File: src/rtl/bcd_counter_ndigit_if.sv
// Control and data bundle of the multi-digit BCD counter.
// Ports: enable/mode/load/load_value in, count/flags out.
interface bcd_counter_ndigit_if #(
    parameter int NUM_DIGITS = 4
);
    localparam int W = 4 * NUM_DIGITS;

    logic         enable;
    logic         mode;
    logic         load;
    logic [W-1:0] load_value;
    logic [W-1:0] count;
    logic         terminal_count;
    logic         load_error;
    logic         is_zero;

    modport master (
        output enable,
        output mode,
        output load,
        output load_value,
        input  count,
        input  terminal_count,
        input  load_error,
        input  is_zero
    );

    modport slave (
        input  enable,
        input  mode,
        input  load,
        input  load_value,
        output count,
        output terminal_count,
        output load_error,
        output is_zero
    );
endinterface

File: src/rtl/bcd_counter_ndigit.sv
// NUM_DIGITS-decade BCD up/down counter, BCD-checked load, wrap/saturate.
// Ports: clk, rst_n (async, active low), bus (slave side of the bundle).
module bcd_counter_ndigit #(
    parameter int NUM_DIGITS = 4,
    parameter bit WRAP       = 1'b1
) (
    input  logic                 clk,
    input  logic                 rst_n,
    bcd_counter_ndigit_if.slave  bus
);
    localparam int W = 4 * NUM_DIGITS;

    logic [W-1:0] cnt_q;
    logic         tc_q;
    logic         lerr_q;

    logic [W-1:0] up_next;
    logic [W-1:0] dn_next;
    logic         at_max;
    logic         at_min;
    logic         carry;
    logic         borrow;
    logic [3:0]   dig;
    logic         load_ok;
    logic         at_limit;
    logic [W-1:0] step_next;

    // Ripple carry/borrow across decades. After the loop the running
    // carry/borrow flags equal "all nines" / "all zeros", which is
    // exactly the limit detection, and the chain wraps naturally.
    always_comb begin
        up_next = cnt_q;
        dn_next = cnt_q;
        carry   = 1'b1;
        borrow  = 1'b1;
        dig     = 4'd0;
        for (int i = 0; i < NUM_DIGITS; i++) begin
            dig = cnt_q[4*i +: 4];
            if (carry)
                up_next[4*i +: 4] = (dig == 4'd9) ? 4'd0 : 4'(dig + 4'd1);
            if (borrow)
                dn_next[4*i +: 4] = (dig == 4'd0) ? 4'd9 : 4'(dig - 4'd1);
            carry  = carry  & (dig == 4'd9);
            borrow = borrow & (dig == 4'd0);
        end
        at_max = carry;
        at_min = borrow;
    end

    always_comb begin
        load_ok = 1'b1;
        for (int i = 0; i < NUM_DIGITS; i++) begin
            if (bus.load_value[4*i +: 4] > 4'd9)
                load_ok = 1'b0;
        end
    end

    assign at_limit  = bus.mode ? at_min : at_max;
    assign step_next = bus.mode ? dn_next : up_next;

    always_ff @(posedge clk or negedge rst_n) begin
        if (!rst_n) begin
            cnt_q  <= '0;
            tc_q   <= 1'b0;
            lerr_q <= 1'b0;
        end else begin
            unique case (1'b1)
                bus.load: begin
                    tc_q   <= 1'b0;
                    lerr_q <= !load_ok;
                    if (load_ok)
                        cnt_q <= bus.load_value;
                end
                (!bus.load && bus.enable): begin
                    lerr_q <= 1'b0;
                    tc_q   <= at_limit;
                    // Saturating mode freezes at the limit.
                    if (WRAP || !at_limit)
                        cnt_q <= step_next;
                end
                default: begin
                    tc_q   <= 1'b0;
                    lerr_q <= 1'b0;
                end
            endcase
        end
    end

    assign bus.count          = cnt_q;
    assign bus.terminal_count = tc_q;
    assign bus.load_error     = lerr_q;
    assign bus.is_zero        = (cnt_q == '0);
endmodule

File: src/flat_wrapper.sv
// flat-port wrapper written by rule: the top's interface ports become plain ports
module bcd_counter_ndigit_flat 
#(
    parameter int NUM_DIGITS = 4,
    parameter bit WRAP       = 1'b1
)
  (clk, rst_n, bus_enable, bus_mode, bus_load, bus_load_value, bus_count, bus_terminal_count, bus_load_error, bus_is_zero);
  bcd_counter_ndigit_if #(.NUM_DIGITS(NUM_DIGITS)) bus_i ();
  input  logic clk;
  input  logic rst_n;
  input wire logic [$bits(bus_i.enable)-1:0] bus_enable;
  input wire logic [$bits(bus_i.mode)-1:0] bus_mode;
  input wire logic [$bits(bus_i.load)-1:0] bus_load;
  input wire logic [$bits(bus_i.load_value)-1:0] bus_load_value;
  output wire logic [$bits(bus_i.count)-1:0] bus_count;
  output wire logic [$bits(bus_i.terminal_count)-1:0] bus_terminal_count;
  output wire logic [$bits(bus_i.load_error)-1:0] bus_load_error;
  output wire logic [$bits(bus_i.is_zero)-1:0] bus_is_zero;
  assign bus_i.enable = bus_enable;
  assign bus_i.mode = bus_mode;
  assign bus_i.load = bus_load;
  assign bus_i.load_value = bus_load_value;
  assign bus_count = bus_i.count;
  assign bus_terminal_count = bus_i.terminal_count;
  assign bus_load_error = bus_i.load_error;
  assign bus_is_zero = bus_i.is_zero;
  bcd_counter_ndigit #(.NUM_DIGITS(NUM_DIGITS), .WRAP(WRAP)) u_core (.clk(clk), .rst_n(rst_n), .bus(bus_i));
endmodule
File: config.mk
export PLATFORM = sky130hd
export DESIGN_NAME = bcd_counter_ndigit_flat
export DESIGN_NICKNAME = d
export VERILOG_FILES = /design/src/rtl/bcd_counter_ndigit_if.sv /design/src/rtl/bcd_counter_ndigit.sv /design/src/flat_wrapper.sv
export SDC_FILE = /design/constraint.sdc
export NUM_CORES = 1
export LEC_CHECK = 0
export CAP_MARGIN = 25
export CELL_PAD_IN_SITES_DETAIL_PLACEMENT = 0
export CELL_PAD_IN_SITES_GLOBAL_PLACEMENT = 1
export CORE_MARGIN = 8
export CORE_UTILIZATION = 39
export DETAILED_ROUTE_END_ITERATION = 7
export PLACE_DENSITY_LB_ADDON = 0.1
export SETUP_SLACK_MARGIN = 0.3
export SLEW_MARGIN = 10
export SYNTH_ARGS = -nofsm -noshare
export SYNTH_HDL_FRONTEND = slang
export SYNTH_SLANG_ARGS = --single-unit
File: constraint.sdc
create_clock -name clk -period 3.9 [get_ports clk]
set_input_delay 0.78 -clock clk [delete_from_list [all_inputs] [get_ports clk]]
set_output_delay 0.78 -clock clk [all_outputs]
set_load 0.01 [all_outputs]
-- Word-level counts from Yosys, hierarchy flattened
Cells that the tools add are included.
- $add $sub $neg: 8
- multipliers: 0
- div/mod/pow operators: 0
- order comparisons: 4
- equality and inequality tests: 11
- shifts and indexed selects: 0
- muxes and demuxes: 24
- bitwise gates (word level): 6
- reductions and logical operators: 13
- operators with widths (cell ; number):
    $mux W4 ; 14
    $mux W16 ; 2
    $pmux W16 S2 ; 1
    $ne A3 B2 Y1 const B ; 6
    $add A4 B1 Y4 const B ; 4
    $eq A4 B4 Y1 const B ; 4
    $gt A4 B4 Y1 const B ; 4
    $logic_not A16 Y1 ; 1
    $logic_not A4 Y1 ; 4
    $sub A4 B1 Y4 const B ; 4
    $reduce_and A4 Y1 ; 3
    $mux W1 ; 7
    $and A1 B1 Y1 ; 6
    $logic_not A1 Y1 ; 2
    $ne A2 B1 Y1 const B ; 1
    $reduce_and A2 Y1 ; 1
    $reduce_bool A2 Y1 ; 1
    $logic_and A1 B1 Y1 ; 1
- flip-flop bits (word level): 18
- latch bits: 0
- memory bits (writable): 0
- bits in read-only memories: 0
- bits of input ports: 21
- output and inout bits: 19
- memories: 0

-- Depth between registers and ports, before layout
Gate-level depths: netlist (run 1).
- word-level depth: 7
- mapped depth: 7
- mapped depth without buffers: 5

-- Worst setup path after synthesis (run 1)
No wires, ideal clock.
- kind: input port to flip-flop
- start point: input port bus_load
- end point: register u_core.cnt_q[13] (netlist: u_core.bus.count[13])
- library setup time: 125 ps
- arrival: 2045 ps
- required time: 3775 ps
- setup slack: 1730 ps
- stages on the path: 6
- cells stage by stage: buf_2 nand2b_1 buf_4 a2111oi_4 a22o_4 mux2_4
- longest elaborated chain between the ends: 4
- elaborated cells on any way between the ends: 8
- classes of those cells: eq/ne: 3; mux: 1; reduce/logical: 4
- ends and longest elaborated chain (item ; RTL line ; source):
    start, declared ; flat_wrapper.sv:13 ; input wire logic [$bits(bus_i.load)-1:0] bus_load;
    $logic_not A1 Y1 ; bcd_counter_ndigit.sv:74 ; (!bus.load && bus.enable): begin
    $logic_and A1 B1 Y1 ; bcd_counter_ndigit.sv:74 ;
    $ne A3 B2 Y1 (no line) / $reduce_bool A2 Y1 (equally long branches) ; -- ;
    $reduce_and A4 Y1 (no line) ; -- ;
    end signal, assigned ; bcd_counter_ndigit.sv:72 ; cnt_q <= bus.load_value;
    end signal, assigned ; bcd_counter_ndigit.sv:79 ; cnt_q <= step_next;
    end, declared ; bcd_counter_ndigit.sv:13 ; logic [W-1:0] cnt_q;
Parallel ways exist; a longest one is shown, timed or not.
A chain may end at the register's enable or synchronous reset.

-- Worst setup path in the final report (run 1)
- start point: register u_core.cnt_q[9] (netlist: u_core.bus.count[9])
- end point: output port bus_is_zero
- longest elaborated chain between the ends: 1
- ends and longest elaborated chain (item ; RTL line ; source):
    $logic_not A16 Y1 ; bcd_counter_ndigit.sv:92 ; assign bus.is_zero = (cnt_q == '0);
    end, declared ; flat_wrapper.sv:18 ; output wire logic [$bits(bus_i.is_zero)-1:0] bus_is_zero;
Every way passes these cells.

==> impl_metrics.py, run 1 <==
metrics = {
    "die": {
        "row_count": 24,
        "io_pins": 40,
        "die_x_um": 81.8,
        "die_area_um2": 6680,
        "start_util": 0.396,
        "core_area_um2": 4260,
        "fp.dieH_um": 81.8,
    },
    "global_routing": {
        "grt_pass1_wl_um": 7650,
        "antenna_found_initial": 0,
        "grt_max_degree": 20,
        "grt.total_usage": 0.145,
        "globalRoute.totalOverflow": 0,
        "grt_pass1_vias": 1518,
    },
    "synthesis": {
        "synth_mux_area_frac": 0.0460,
        "synth_top_family_by_area": "simple AND/OR/NAND/NOR gates",
        "synth-async-reset-ratio": 1.00,
        "syn_area_per_cell_um2": 8.03,
        "syn-num-nets": 231,
        "synthesis.area_um2": 1690,
        "synth_fa_ha_area_frac": 0,
        "synth_simple_gate_area_share": 0.284,
        "synthCells": 210,
        "ys_types": 57,
        "synth_enable_flop_cells": 0,
        "ys_seq_elements": 18,
        "synth.yosys.seq_area_share": 0.267,
        "synthXorXnorAreaFrac": 0.0364,
        "synth_compound_gate_area_share": 0.283,
        "synthFlopType": "dfrtp_1",
        "ys_warn_count": 0,
    },
    "detailed_routing": {
        "viasPerCell": 5.68,
        "finalWirelength_um": 4550,
        "drc": 0,
        "wl_per_cell_um": 16.0,
        "dr.pass1.iters": 4,
        "vias": 1614,
        "drtIter0Drc": 119,
        "final_antenna_net_count": 0,
    },
    "timing": {
        "fmax_ghz": 0.333,
        "rsz0062_at_grt": "false",
        "finalHoldViolCount": 0,
        "finalCriticalPeriod_ns": 3.00,
        "report.final.slew_viol_count": 0,
        "finClkSkew_ns": 0.00401,
        "finalSetupViolCount": 0,
        "finalSetupTns_ns": 0,
        "max_slew.worst_pin.slew_ns": 0.843,
        "min_period_over_period": 0.770,
        "relSlewSlack": 0.436,
    },
    "clock_network": {
        "cts_root_buf": "clkbuf_8",
        "cts_tree": "yes",
        "clkSinkCount": 18,
        "clock_latency_ns": 0.26,
        "post-cts-setup-buffers": 0,
        "post_cts_resized": 0,
        "h-tree-depth": 1,
        "clk_pin_slew_worst_paths_ns": 0.08,
        "numCtsBuffers": 3,
        "clock_path_buffers": 2,
        "ctsHoldBuffers": 0,
    },
    "setup_path": {
        "critical-path-top-delay-family": "simple AND/OR/NAND/NOR gates",
        "max_stage_delay_ns": 0.54,
        "cp-start-kind": "flop",
        "worstPathCellList": "or2_2 > nor3_1 > and4_1 > clkdlybuf4s50_1",
        "cp.required_ns": 3.12,
        "cpMaxStageDelayCell": "clkdlybuf4s50_1",
        "crit_fanout": 10,
        "worstSetupPathType": "flop to output pin",
        "endpoint_kind": "output pin",
        "critPathArrivalTime_ns": 2.22,
        "path_buf_inv": 1,
        "reg2reg_slack_ns": 1.94,
    },
    "run_status": {
        "status": "completed",
    },
    "layout": {
        "syn2layout_area_growth_pct": 24.1,
        "num_antenna_cells": 0,
        "final_util": 0.491,
        "nets": 254,
        "drive_gt1_frac": 0.0819,
        "design_area_um2": 2090,
        "mostFrequentLayoutCells": "clkdlybuf4s50_1, nand2_1, nor2_1, dfrtp_1, o21ai_0",
        "stdcell_count": 284,
        "layout_commonest_cell": "clkdlybuf4s50_1",
    },
    "power": {
        "leakage_nw": 0.807,
        "p_per_area_nw_per_um2": 597,
        "finalPower_mw": 1.25,
        "ir_drop_mv": 0.210,
    },
    "place": {
        "hpwl_um": 3400,
        "place_area_um2": 2040,
        "gp_congestion": 0.818,
        "port-buffer-count": 39,
        "dp_cells": 280,
    },
    "run": {
        "maxCapViolCount": 0,
    },
    "hold_path": {
        "hp-class": "flop to flop",
    },
}
Yosys cell counts, types with 2 or more instances:
library cell   n  area, µm²
or2b_1         2       15.0
buf_2         10       50.1
o21ai_0       16       80.1
a22oi_1        2       15.0
and3b_1        2       17.5
buf_6          2       22.5
buf_4          2       15.0
xor2_1         3       26.3
o211ai_1       2       15.0
nand2_1       26       97.6
nor2_1        18       67.6
o21ai_1        2       10.0
a21oi_1       10       50.1
dfrtp_1       18        450
a221o_1        3       30.0
nand3_1        5       25.0
nor2b_1        4       25.0
clkbuf_1       8       30.0
nand4b_1       3       26.3
o31ai_1        2       15.0
nor3_1         2       10.0
mux2i_1        4       40.0
a211oi_1       8       60.1
nor4_1         2       12.5
nand2b_1       6       37.5
a221oi_1       2       17.5
nand3b_1       4       30.0
and4_1         2       17.5
mux2_1         2       22.5
inv_1          4       15.0
a21o_1         2       15.0
nor3b_1        3       22.5
or2_2          2       12.5
xnor2_1        4       35.0
area by class of cell:
| type | count | area [µm²] |
|---|---|---|
| Clock buffer | 4 | 55.1 |
| Fill cell | 431 | 2170 |
| Inverter | 4 | 15.0 |
| Multi-Input combinational cell | 164 | 1090 |
| Sequential cell | 18 | 450 |
| Tap cell | 52 | 65.1 |
| Timing Repair Buffer | 42 | 413 |
worst reg2reg max path, stage by stage, from the launching register on:
cell and delay [ns]:
dfrtp_1 0.54, or3b_4 0.47, a2111oi_4 0.33, a22o_4 0.21
mux2_4 0.30
path summary, 6_finish.rpt:
check | startpoint | to | depth (start not counted)
min in group asynchronous | rst_n | u_core.bus.terminal_count$_DFF_PN0_ | 1
max in group asynchronous | rst_n | u_core.bus.count[5]$_DFFE_PN0P_ | 1
setup / recovery | u_core.bus.count[9]$_DFFE_PN0P_ | bus_is_zero | 4
setup reg to reg | u_core.bus.count[8]$_DFFE_PN0P_ | u_core.bus.count[13]$_DFFE_PN0P_ | 4
hold / removal | u_core.bus.count[14]$_DFFE_PN0P_ | u_core.bus.terminal_count$_DFF_PN0_ | 1
hold reg to reg | u_core.bus.count[14]$_DFFE_PN0P_ | u_core.bus.terminal_count$_DFF_PN0_ | 1
layer usage:
metal  vias to the layer above  GRT usage  routed length, µm
li1                        802          -                  -
met1                       769      0.193               2100
met2                        34      0.222               2140
met3                         9     0.0295                205
met4                         0     0.0632                 99
met5                         -          0                  0
registers in the layout, indices dropped and copies added, names as in the netlist:
register and cells:
u_core.bus.load_error 1, u_core.bus.count 16, u_core.bus.terminal_count 1
power breakdown:
group / switching [mW] / leakage (nW) / internal (mW) / total, mW
Combinational: 0.281 / 0.556 / 0.351 / 0.631
Sequential: 0.203 / 0.222 / 0.254 / 0.457
Clock: 0.0708 / 0.0288 / 0.0900 / 0.161
Total: 0.554 / 0.807 / 0.694 / 1.25
logic make-up (layout without fill, tap and decap cells):
family	count (synthesis)	count (layout)
DFF	18	18
AOI/OAI and AO/OA	62	62
muxes	7	7
buffers and inverters	28	50
xor gates and xnor gates	7	7
and+or+nand+nor	88	88
metrics by stage:
step	hold slack (ns)	worst slack, ns
final	0.677	0.899
after global routing	0.726	0.733
after CTS	0.681	0.881
after detailed placement	0.660	0.770
after global placement	0.642	0.817
after floorplan	0.484	1.73
No activity file was read; power rests on OpenSTA's default activity.
==> run 2: changes to the inputs <==
Settings changed: CORE_UTILIZATION 39 to 36.
Clock period 3.9 ns to 3.08 ns, I/O delays scaled along.
==> impl_metrics.py, run 2 (synthesis results as in run 1) <==
metrics = {
    "timing": {
        "max_slew.worst_pin.slew_ns": 0.488,
        "min_period_over_period": 0.877,
        "setup_slack_ns": 0.379,
        "finalHoldViolCount": 0,
        "report.final.slew_viol_count": 0,
        "finClkSkew_ns": 0.00188,
        "finalSetupTns_ns": 0,
        "finalCriticalPeriod_ns": 2.70,
        "rsz0062_at_grt": "false",
        "fmax_ghz": 0.370,
        "finalSetupViolCount": 0,
        "relSlewSlack": 0.675,
    },
    "setup_path": {
        "cp.required_ns": 2.46,
        "cpMaxStageDelayCell": "clkdlybuf4s50_1",
        "max_stage_delay_ns": 0.55,
        "path_buf_inv": 1,
        "crit_fanout": 10,
        "cp-start-kind": "flop",
        "worstSetupPathType": "flop to output pin",
        "critical-path-top-delay-family": "simple AND/OR/NAND/NOR gates",
        "worstPathCellList": "or2_2 > nor3_2 > and4_1 > clkdlybuf4s50_1",
        "critPathArrivalTime_ns": 2.08,
        "endpoint_kind": "output pin",
    },
    "layout": {
        "largest_reg_flops": 16,
        "drive_gt1_frac": 0.122,
        "num_antenna_cells": 0,
        "layout_commonest_cell": "clkdlybuf4s50_1",
        "syn2layout_area_growth_pct": 27.4,
        "stdcell_count": 291,
        "nets": 260,
        "final_util": 0.464,
        "design_area_um2": 2150,
        "mostFrequentLayoutCells": "clkdlybuf4s50_1, nand2_1, nor2_1",
    },
    "run": {
        "maxCapViolCount": 0,
    },
    "clock_network": {
        "clock_path_buffers": 2,
        "h-tree-depth": 1,
        "cts_tree": "yes",
        "numCtsBuffers": 3,
        "clkSinkCount": 18,
        "clk_pin_slew_worst_paths_ns": 0.07,
        "clock_latency_ns": 0.26,
        "ctsHoldBuffers": 0,
        "post-cts-setup-buffers": 0,
        "cts_root_buf": "clkbuf_8",
    },
    "detailed_routing": {
        "drtIter0Drc": 83,
        "final_antenna_net_count": 0,
        "dr.pass1.iters": 4,
        "viasPerCell": 5.55,
        "vias": 1615,
        "route.met3.wl_um": 221,
        "drc": 0,
        "wl_per_cell_um": 15.9,
        "maxUsedRoutingLayer": "met4",
        "finalWirelength_um": 4620,
        "wl_met2_um": 2150,
        "met1_length_um": 2190,
    },
    "die": {
        "start_util": 0.364,
        "die_area_um2": 7130,
        "core_area_um2": 4630,
        "io_pins": 40,
        "fp.dieH_um": 84.4,
        "row_count": 25,
        "die_x_um": 84.4,
    },
    "global_routing": {
        "antenna_found_initial": 0,
        "globalRoute.totalOverflow": 0,
        "grt.total_usage": 0.132,
        "grt_pass1_wl_um": 7710,
        "grt_pass1_vias": 1507,
        "grt_max_degree": 20,
    },
    "hold_path": {
        "hp-class": "input pin to asynchronous set/reset pin",
    },
    "power": {
        "p_per_area_nw_per_um2": 728,
        "leakage_nw": 0.831,
        "ir_drop_mv": 0.313,
    },
    "place": {
        "place_area_um2": 2080,
        "hpwl_um": 3390,
        "dp_slack_ns": 0.475,
        "gp_congestion": 0.831,
        "port-buffer-count": 39,
        "dp_cells": 287,
    },
    "run_status": {
        "status": "completed",
    },
}
[run 2: stage by stage]
| step | power (mW) | hold slack, ns |
|---|---|---|
| finish | 1.56 | 0.540 |
| global route | 1.70 | 0.546 |
| CTS | 1.56 | 0.642 |
| detailed placement | 1.38 | 0.634 |
| global placement | 1.37 | 0.635 |
| floorplan | 1.11 | 0.320 |
[run 2: path summary, 6_finish.rpt]
kind / from / end / slack, ns / depth (start not counted)
max in group asynchronous: rst_n / u_core.bus.count[2]$_DFFE_PN0P_ / 2.16 / 2
hold / removal: rst_n / u_core.bus.count[10]$_DFFE_PN0P_ / 0.54 / 1
setup / recovery: u_core.bus.count[9]$_DFFE_PN0P_ / bus_is_zero / 0.38 / 4
min in group clk: u_core.bus.count[10]$_DFFE_PN0P_ / u_core.bus.count[10]$_DFFE_PN0P_ / 0.63 / 1
setup reg to reg: u_core.bus.count[8]$_DFFE_PN0P_ / u_core.bus.count[13]$_DFFE_PN0P_ / 1.10 / 4
hold reg to reg: u_core.bus.count[10]$_DFFE_PN0P_ / u_core.bus.count[10]$_DFFE_PN0P_ / 0.63 / 1
[run 2: where the power goes]
part	internal, mW	switching (mW)	total, mW
clock network	0.0873	0.0889	0.176
logic	0.454	0.357	0.810
registers	0.325	0.252	0.577
[run 2: layout make-up]
| class | instances | area [µm²] |
|---|---|---|
| inverter | 4 | 15.0 |
| sequential | 18 | 454 |
| multi-input combinational | 164 | 1100 |
| timing repair buffer | 48 | 465 |
| fill | 465 | 2480 |
| tap | 54 | 67.6 |
| clock buffer | 3 | 41.3 |
[run 2: timing repair]
item / in CTS / in global routing
gates resized for setup: 2 / 3
setup endpoints to repair: 1 / 1
hold endpoints to repair: 0 / 0
cloned: 0 / 0
[run 2: per-layer routing]
layer,GRT usage,up-vias
li1,-,819
met1,0.178,756
met2,0.199,34
met3,0.0302,6
met4,0.0502,0
met5,0,-
